## config.mk

```make
export PLATFORM = sky130hd
export DESIGN_NAME = read_16x8_array_div
export DESIGN_NICKNAME = d
export VERILOG_FILES = /design/src/rtl/read_16x8_array_div.sv
export SDC_FILE = /design/constraint.sdc
export NUM_CORES = 1
export LEC_CHECK = 0
export CORE_MARGIN = 8
export CORE_UTILIZATION = 30
export DETAILED_ROUTE_END_ITERATION = 16
export PLACE_DENSITY_LB_ADDON = 0.2
export SYNTH_ARGS = -nofsm -noshare
export SYNTH_HDL_FRONTEND = slang
export SYNTH_SLANG_ARGS = --single-unit
```

## constraint.sdc

```tcl
create_clock -name clk -period 40.2 [get_ports clk]
set_clock_uncertainty 0.05 [all_clocks]
set_input_delay 8.04 -clock clk [delete_from_list [all_inputs] [get_ports clk]]
set_output_delay 8.04 -clock clk [all_outputs]
set_load 0.05 [all_outputs]
```

## src/rtl/read_16x8_array_div.sv

```systemverilog
// -----------------------------------------------------------------------------
// read_16x8_array_div
//
// Approximate-capable 16-by-8 restoring array divider. Eight subtractor rows of
// nine full-subtractor cells each. Per-row masks pick, cell by cell, an exact
// or an approximate cell for cells 0..7; cell 8 of every row is always exact.
// The array is purely combinational; its result is registered once.
//
// Ports:
//   clk        in   1   clock, rising edge
//   rst        in   1   synchronous, active-high reset
//   in_valid   in   1   operands valid this cycle
//   x          in  16   dividend
//   y          in   8   divisor
//   bin        in   1   borrow-in to cell 0 of every row (normally 0)
//   app1..app8 in   8   row masks, app1 = first row (q[7]), app8 = last row (q[0]);
//                       bit j = 1 makes cell j exact, 0 makes it approximate
//   q          out  8   quotient, registered
//   r          out  8   remainder, registered
//   out_valid  out  1   q/r valid (one cycle after in_valid)
//
// Optional build macro READ_DIV_STATUS_EN adds registered status outputs:
//   div_zero   out  1   captured operation had y == 0
//   ovf        out  1   captured operation had y != 0 and x[15:8] >= y
// -----------------------------------------------------------------------------
module read_16x8_array_div (
    input  logic        clk,
    input  logic        rst,
    input  logic        in_valid,
    input  logic [15:0] x,
    input  logic [7:0]  y,
    input  logic        bin,
    input  logic [7:0]  app1,
    input  logic [7:0]  app2,
    input  logic [7:0]  app3,
    input  logic [7:0]  app4,
    input  logic [7:0]  app5,
    input  logic [7:0]  app6,
    input  logic [7:0]  app7,
    input  logic [7:0]  app8,
    output logic [7:0]  q,
    output logic [7:0]  r,
    output logic        out_valid
`ifdef READ_DIV_STATUS_EN
    ,
    output logic        div_zero,
    output logic        ovf
`endif
);

    // Exact cell:  D = a^b^bi, Bout = ~a&b | ~a&bi | b&bi
    // Approx cell: D = a^b,    Bout = ~a&b | ~a&bi
    function automatic logic cell_diff(input logic a, input logic b, input logic bi,
                                       input logic exact);
        return exact ? (a ^ b ^ bi) : (a ^ b);
    endfunction

    function automatic logic cell_borrow(input logic a, input logic b, input logic bi,
                                         input logic exact);
        return (~a & b) | (~a & bi) | (exact & b & bi);
    endfunction

    // app_rows[0] is the first row (app1), app_rows[7] the last (app8).
    logic [7:0][7:0] app_rows;
    assign app_rows = {app8, app7, app6, app5, app4, app3, app2, app1};

    // ------------------------------------------------------------------
    // Combinational array
    // ------------------------------------------------------------------
    logic [7:0] arr_quo;
    logic [7:0] arr_rem;
    logic [7:0] p_row;
    logic [8:0] a_row;
    logic [8:0] d_row;
    logic       brw;

    always_comb begin
        arr_quo = '0;
        arr_rem = '0;
        a_row   = '0;
        d_row   = '0;
        brw     = 1'b0;
        p_row   = x[15:8];
        for (int i = 0; i < 8; i++) begin
            // Row i+1 brings down dividend bit x[7-i].
            a_row = {p_row, x[7-i]};
            brw   = bin;
            for (int j = 0; j < 8; j++) begin
                d_row[j] = cell_diff(a_row[j], y[j], brw, app_rows[i][j]);
                brw      = cell_borrow(a_row[j], y[j], brw, app_rows[i][j]);
            end
            // Cell 8 is always exact and its subtrahend bit is 0.
            d_row[8] = a_row[8] ^ brw;
            brw      = ~a_row[8] & brw;
            // A final borrow means A < y: quotient bit 0 and restore the minuend.
            arr_quo[7-i] = ~brw;
            p_row        = brw ? a_row[7:0] : d_row[7:0];
        end
        arr_rem = p_row;
    end

    // ------------------------------------------------------------------
    // Output register
    // ------------------------------------------------------------------
    logic [7:0] q_d, q_q;
    logic [7:0] r_d, r_q;
    logic       out_valid_d, out_valid_q;

    always_comb begin
        q_d         = q_q;
        r_d         = r_q;
        out_valid_d = 1'b0;
        if (in_valid) begin
            out_valid_d = 1'b1;
            if (y == 8'd0) begin
                // Divide by zero bypasses the array.
                q_d = 8'hFF;
                r_d = x[7:0];
            end else begin
                q_d = arr_quo;
                r_d = arr_rem;
            end
        end
    end

    always_ff @(posedge clk) begin
        if (rst) begin
            q_q         <= 8'd0;
            r_q         <= 8'd0;
            out_valid_q <= 1'b0;
        end else begin
            q_q         <= q_d;
            r_q         <= r_d;
            out_valid_q <= out_valid_d;
        end
    end

    assign q         = q_q;
    assign r         = r_q;
    assign out_valid = out_valid_q;

`ifdef READ_DIV_STATUS_EN
    logic div_zero_d, div_zero_q;
    logic ovf_d, ovf_q;

    always_comb begin
        div_zero_d = div_zero_q;
        ovf_d      = ovf_q;
        if (in_valid) begin
            div_zero_d = (y == 8'd0);
            ovf_d      = (y != 8'd0) && (x[15:8] >= y);
        end
    end

    always_ff @(posedge clk) begin
        if (rst) begin
            div_zero_q <= 1'b0;
            ovf_q      <= 1'b0;
        end else begin
            div_zero_q <= div_zero_d;
            ovf_q      <= ovf_d;
        end
    end

    assign div_zero = div_zero_q;
    assign ovf      = ovf_q;
`endif

endmodule

```

### Yosys cells after proc, flatten, opt, wreduce, memory -nomap -nowiden

Cells that the tools add are included.

| word-level totals | value |
|---|---|
| output and inout port bits | 17 |
| bits in registers | 17 |
| input port bits | 92 |

| operators by class | value |
|---|---|
| mux-type cells | 75 |
| bitwise gates (word level) | 600 |
| reductions and logical operators | 1 |

Operators by type and width:

| operator | number |
|---|---|
| $and A1 B1 Y1 | 264 |
| $or A1 B1 Y1 | 128 |
| $xor A1 B1 Y1 | 128 |
| $mux W8 | 10 |
| $not A1 Y1 | 80 |
| $mux W1 | 65 |
| $logic_not A8 Y1 | 1 |

### Logic depth before layout (Yosys ltp)

| depth | value |
|---|---|
| depth in word-level cells | 196 |
| gate-level depth with buffers | 81 |
| mapped depth without buffers | 71 |

### Worst setup path after synthesis

OpenSTA, ideal clock, no wires.

| timing | value |
|---|---|
| path kind | input to register |
| start | in x[7] |
| end | reg r_q[7], in the netlist r[7] |
| path buffers | 8 |
| stages on the path | 71 |
| library setup time | 0.088 ns |
| arrival | 22.710 ns |
| path slack | 17.352 ns |
| required time | 40.062 ns |
| cell sequence | inv_1 -> ha_1 -> nor2b_1 -> a221oi_1 -> a21boi_1 -> o22ai_4 -> mux2i_1 -> inv_1 -> ha_1 -> nor3_1 -> a211oi_4 -> o31ai_4 -> buf_2 -> mux2i_1 -> ha_1 -> nor3_1 -> a222oi_1 -> a21oi_1 -> (+35 left out) -> ha_1 -> a21oi_1 -> a22oi_1 -> mux2_2 -> o32ai_2 -> o311ai_4 -> and2_1 -> clkbuf_2 -> a21oi_1 -> ha_1 -> a21oi_1 -> and4_1 -> a211oi_1 -> a31o_2 -> a311oi_4 -> nand2b_1 -> a311o_1 -> a311oi_2 |

| between the ends | value |
|---|---|
| word-level cells in the longest chain between the ends | 196 |
| elaborated cells on any way between the ends | 490 |

RTL lines:

| what | RTL line | RTL |
|---|---|---|
| from (decl) | 30 | `input logic [15:0] x,` |
| $not A1 Y1 | 60 | `return (~a & b) \| (~a & bi) \| (exact & b & bi);` |
| $and A1 B1 Y1 | 60 |  |
| $or A1 B1 Y1 (2 in a row) | 60 |  |
| $and A1 B1 Y1 | 60 |  |
| $or A1 B1 Y1 (2 in a row) | 60 |  |
| $and A1 B1 Y1 | 60 |  |
| $or A1 B1 Y1 (2 in a row) | 60 |  |
| $and A1 B1 Y1 | 60 |  |
| (+174 left out) | - |  |
| $or A1 B1 Y1 (2 in a row) | 60 |  |
| $and A1 B1 Y1 | 60 |  |
| $or A1 B1 Y1 (2 in a row) | 60 |  |
| $and A1 B1 Y1 | 60 |  |
| $or A1 B1 Y1 (2 in a row) | 60 |  |
| $and A1 B1 Y1 | 94 | `brw = ~a_row[8] & brw;` |
| $mux W8 | 97 | `p_row = brw ? a_row[7:0] : d_row[7:0];` |
| $mux W8 (*) | 115 | `if (y == 8'd0) begin` |
| to (signal assigned) | 133 | `r_q <= r_d;` |
| to (decl) | 106 | `logic [7:0] r_d, r_q;` |

Mark *: on every way between the ends. The rest lies on a longest branch, timed or not.
A chain may end at the register's enable or synchronous reset.

### Worst setup path in the final report

| timing | value |
|---|---|
| start | in y[0] |
| end | reg r_q[3], in the netlist r[3] |

| between the ends | value |
|---|---|
| word-level cells in the longest chain between the ends | 195 |
| elaborated cells on any way between the ends | 551 |

RTL lines:

| what | RTL line | RTL |
|---|---|---|
| from (decl) | 31 | `input logic [7:0] y,` |
| $and A1 B1 Y1 | 60 |  |
| $or A1 B1 Y1 / $and A1 B1 Y1 (equally long branches) | 60 |  |
| $or A1 B1 Y1 | 60 |  |
| $and A1 B1 Y1 | 60 |  |
| $or A1 B1 Y1 (2 in a row) | 60 |  |
| $and A1 B1 Y1 | 60 |  |
| $or A1 B1 Y1 (2 in a row) | 60 |  |
| $and A1 B1 Y1 | 60 |  |
| (+174 left out) | - |  |
| $or A1 B1 Y1 (2 in a row) | 60 |  |
| $and A1 B1 Y1 | 60 |  |
| $or A1 B1 Y1 (2 in a row) | 60 |  |
| $and A1 B1 Y1 | 60 |  |
| $or A1 B1 Y1 (2 in a row) | 60 |  |
| $and A1 B1 Y1 | 94 |  |
| $mux W8 | 97 |  |
| $mux W8 (*) | 115 |  |

Marked as above.

==> metrics.txt <==
Max Clk Rate 0.0382 GHz; FP Rows between 50 and 60; Synth Instances roughly 880; Post-synth EDFFs 0; critical path buffer and inverter count 5; Mapped Nets slightly above 1000; IO buf count ~110; Max clock buf depth 2; share of layout cells above drive strength 1 0.0862; Die Span Y between 150 and 200 um; worst r2r dst r[3]; RSZ-0062 raised after global routing no; Worst R2R Start r[3]; via count ~7000; initial drt markers 420; #FFs+latches synth 17; global route hottest layer met2; vias in the first global route 6703; post-route setup TNS 0 ns; R2R setup slack ~40 ns; starting density of the core 0.306; Final Hold Viols 0; worst-path fanout max 21; final cell count without fillers around 1300; startpoint types primary input; CP max stage cell clkdlybuf4s50_1; FILL cells ~2200; HP Start r[4]; status completed; initial antenna violation count 0; mux cell area share after synthesis 0.0794; H-Tree Depth 1; mapped cell area about 6500 um^2; Post-Synth Simple-Gate Area 0.246; grt ovf 0; slowest stage delay, CP between 0.8 and 0.9 ns; placed cells 1246; Top-Level Pins ~110; # setup viols final 0; drt total wl 22900 um; hold path depth 2; # DRC 0; # Post-CTS Setup Buffers 0; met3 GRT Util 0.0185; grt met1 use 0.227; Synth Warn # 0; delay-heaviest family, CP compound AO/OA/AOI/OAI gates; first-pass GRT wire length around 36000 um; worst-margin pin slew just under 0.9 ns; ANT cells 0; CTS tree built; Setup crit end kind flop; GRT Util Overall 0.165; pre-CTS setup slack about 14 ns; Post-Synth XOR/XNOR Area 0.0556; Final nets about 1100; Max-Cap Viols 0; Mean Syn Cell Area approximately 7.3 um^2; fin crit period roughly 26 ns; dominant synthesized flop cell dfxtp_1; Synth Area in Compound Gates 0.379; routability congestion estimate from global placement 0.894; Util after Layout 0.373; Arr. time, crit path approximately 26 ns; post-cts sizing count 0; die area 26500 um^2; core area ~21000 um^2; Clock Sinks 17; WS Path Type in2reg; r2r worst-path depth 3; Seq/Total Area, Yosys 0.0527; PnR worst setup slack 14.00 ns; Worst Hold Endpoint r[4]; CP dominant cell by count ha_1; Post-Synth Adder-Cell Area 0.124; DR WL/cell approximately 18 um; min-delay worst type reg2reg; Critical Path RT 40.31 ns; die width between 150 and 200 um; root buffer cell clkbuf_16; pin count of the biggest net entering global routing 23; CTS Hold Bufs 0; max_slew headroom 0.411; Layout area overhead 21.9%; M2 GR Usage 0.278; CTS clk-pin slew, worst paths about 0.060 ns; Synth cell types between 100 and 150; Async S/R FF share, synth 0; crit share post-route 0.652; Post-DP HPWL between 15000 and 20000 um; DR vias/cell 5.66; Slew Viols, Final 0; largest family of logic cells by synthesized area compound AO/OA/AOI/OAI gates; worst skew pair latency around 0.25 ns; CTS buffer count 3; detailed-router iteration count before antenna repair 5; post-route ant nets 0
## worst reg2reg max path, stage by stage, from the launching register on
cell and delay (ns):
dfxtp_1 0.31, nor2b_1 0.12, a31oi_1 0.15, o32ai_1 0.10
## registers in the layout (all words and copies together), names as in the netlist
name and flops:
q 8, r 8, out_valid 1
## worst max-delay path by stage
stage	slack (ns)	depth (start not counted)	to	start
global route	12.38	65	r[1]	y[0]
detailed placement	13.94	65	r[7]	y[0]
global placement	14.33	64	r[3]	y[0]
CTS	14.11	64	r[7]	y[0]
finish	14.00	64	r[3]	y[0]
floorplan	17.35	71	r[7]	x[7]
## cell type report
cell class / instances / area (um^2) / share of cell area
tap: 275 / 344 / 0.0437
sequential: 17 / 340 / 0.0432
inverter: 68 / 255 / 0.0324
multi-input combinational: 770 / 5720 / 0.726
timing repair buffer: 116 / 1140 / 0.145
clock buffer: 4 / 78.8 / 0.0100
## cells in the mapped netlist, types with 7 or more instances
library cell	n	share of area
nand2_1	110	0.064
inv_1	66	0.038
ha_1	64	0.12
a21oi_1	63	0.049
nor2_1	46	0.027
o21ai_0	41	0.032
mux2i_1	31	0.048
xor2_1	22	0.030
nand3_1	19	0.015
xnor2_1	19	0.026
dfxtp_1	17	0.053
nand2b_1	17	0.016
nor2b_1	17	0.016
a31oi_1	16	0.015
a21o_1	15	0.017
and2_1	14	0.014
a211oi_1	13	0.015
nor3_1	13	0.010
clkbuf_1	12	0.0070
or3_1	12	0.012
mux2_2	10	0.017
o211ai_1	10	0.012
o22ai_1	10	0.0097
buf_2	8	0.0062
and3_1	7	0.0068
nand4_1	7	0.0068
o21ai_1	7	0.0054
## metal layers
| layer | wire [um] | up-vias |
|---|---|---|
| met1 | 11000 | 3333 |
| li1 | - | 3535 |
| met2 | 10500 | 196 |
| met4 | 194 | 0 |
| met5 | 0 | - |
| met3 | 1200 | 16 |
## metrics by stage
step / hold slack, ns / cell area (um^2)
floorplan: 0.612 / 6460
global placement: 0.395 / 7800
detailed placement: 0.398 / 7800
CTS: 0.405 / 7880
finish: 0.399 / 7880
global route: 0.416 / 7880
## cells in the final DEF, fill, tap and decap left out, types with 12 or more instances in the layout
master	count
a211oi_1	13
a21o_1	15
a21oi_1	63
a31oi_1	16
and2_1	14
clkdlybuf4s50_1	108
dfxtp_1	17
ha_1	64
inv_1	66
mux2i_1	31
nand2_1	110
nand2b_1	17
nand3_1	19
nor2_1	46
nor2b_1	17
nor3_1	13
o21ai_0	41
or3_1	12
xnor2_1	19
xor2_1	22
## cells by family (layout without fill, tap and decap cells)
logic type	count (synthesis)	in the layout
buffers and inverters	96	188
AOI/OAI and AO/OA	310	310
and+or+nand+nor	308	308
adders and majority gates	64	64
DFF	17	17
xor gates and xnor gates	41	41
muxes	47	47
Power is not shown: default switching activity piles up to over one toggle a cycle in this logic, so the estimate is an artifact.
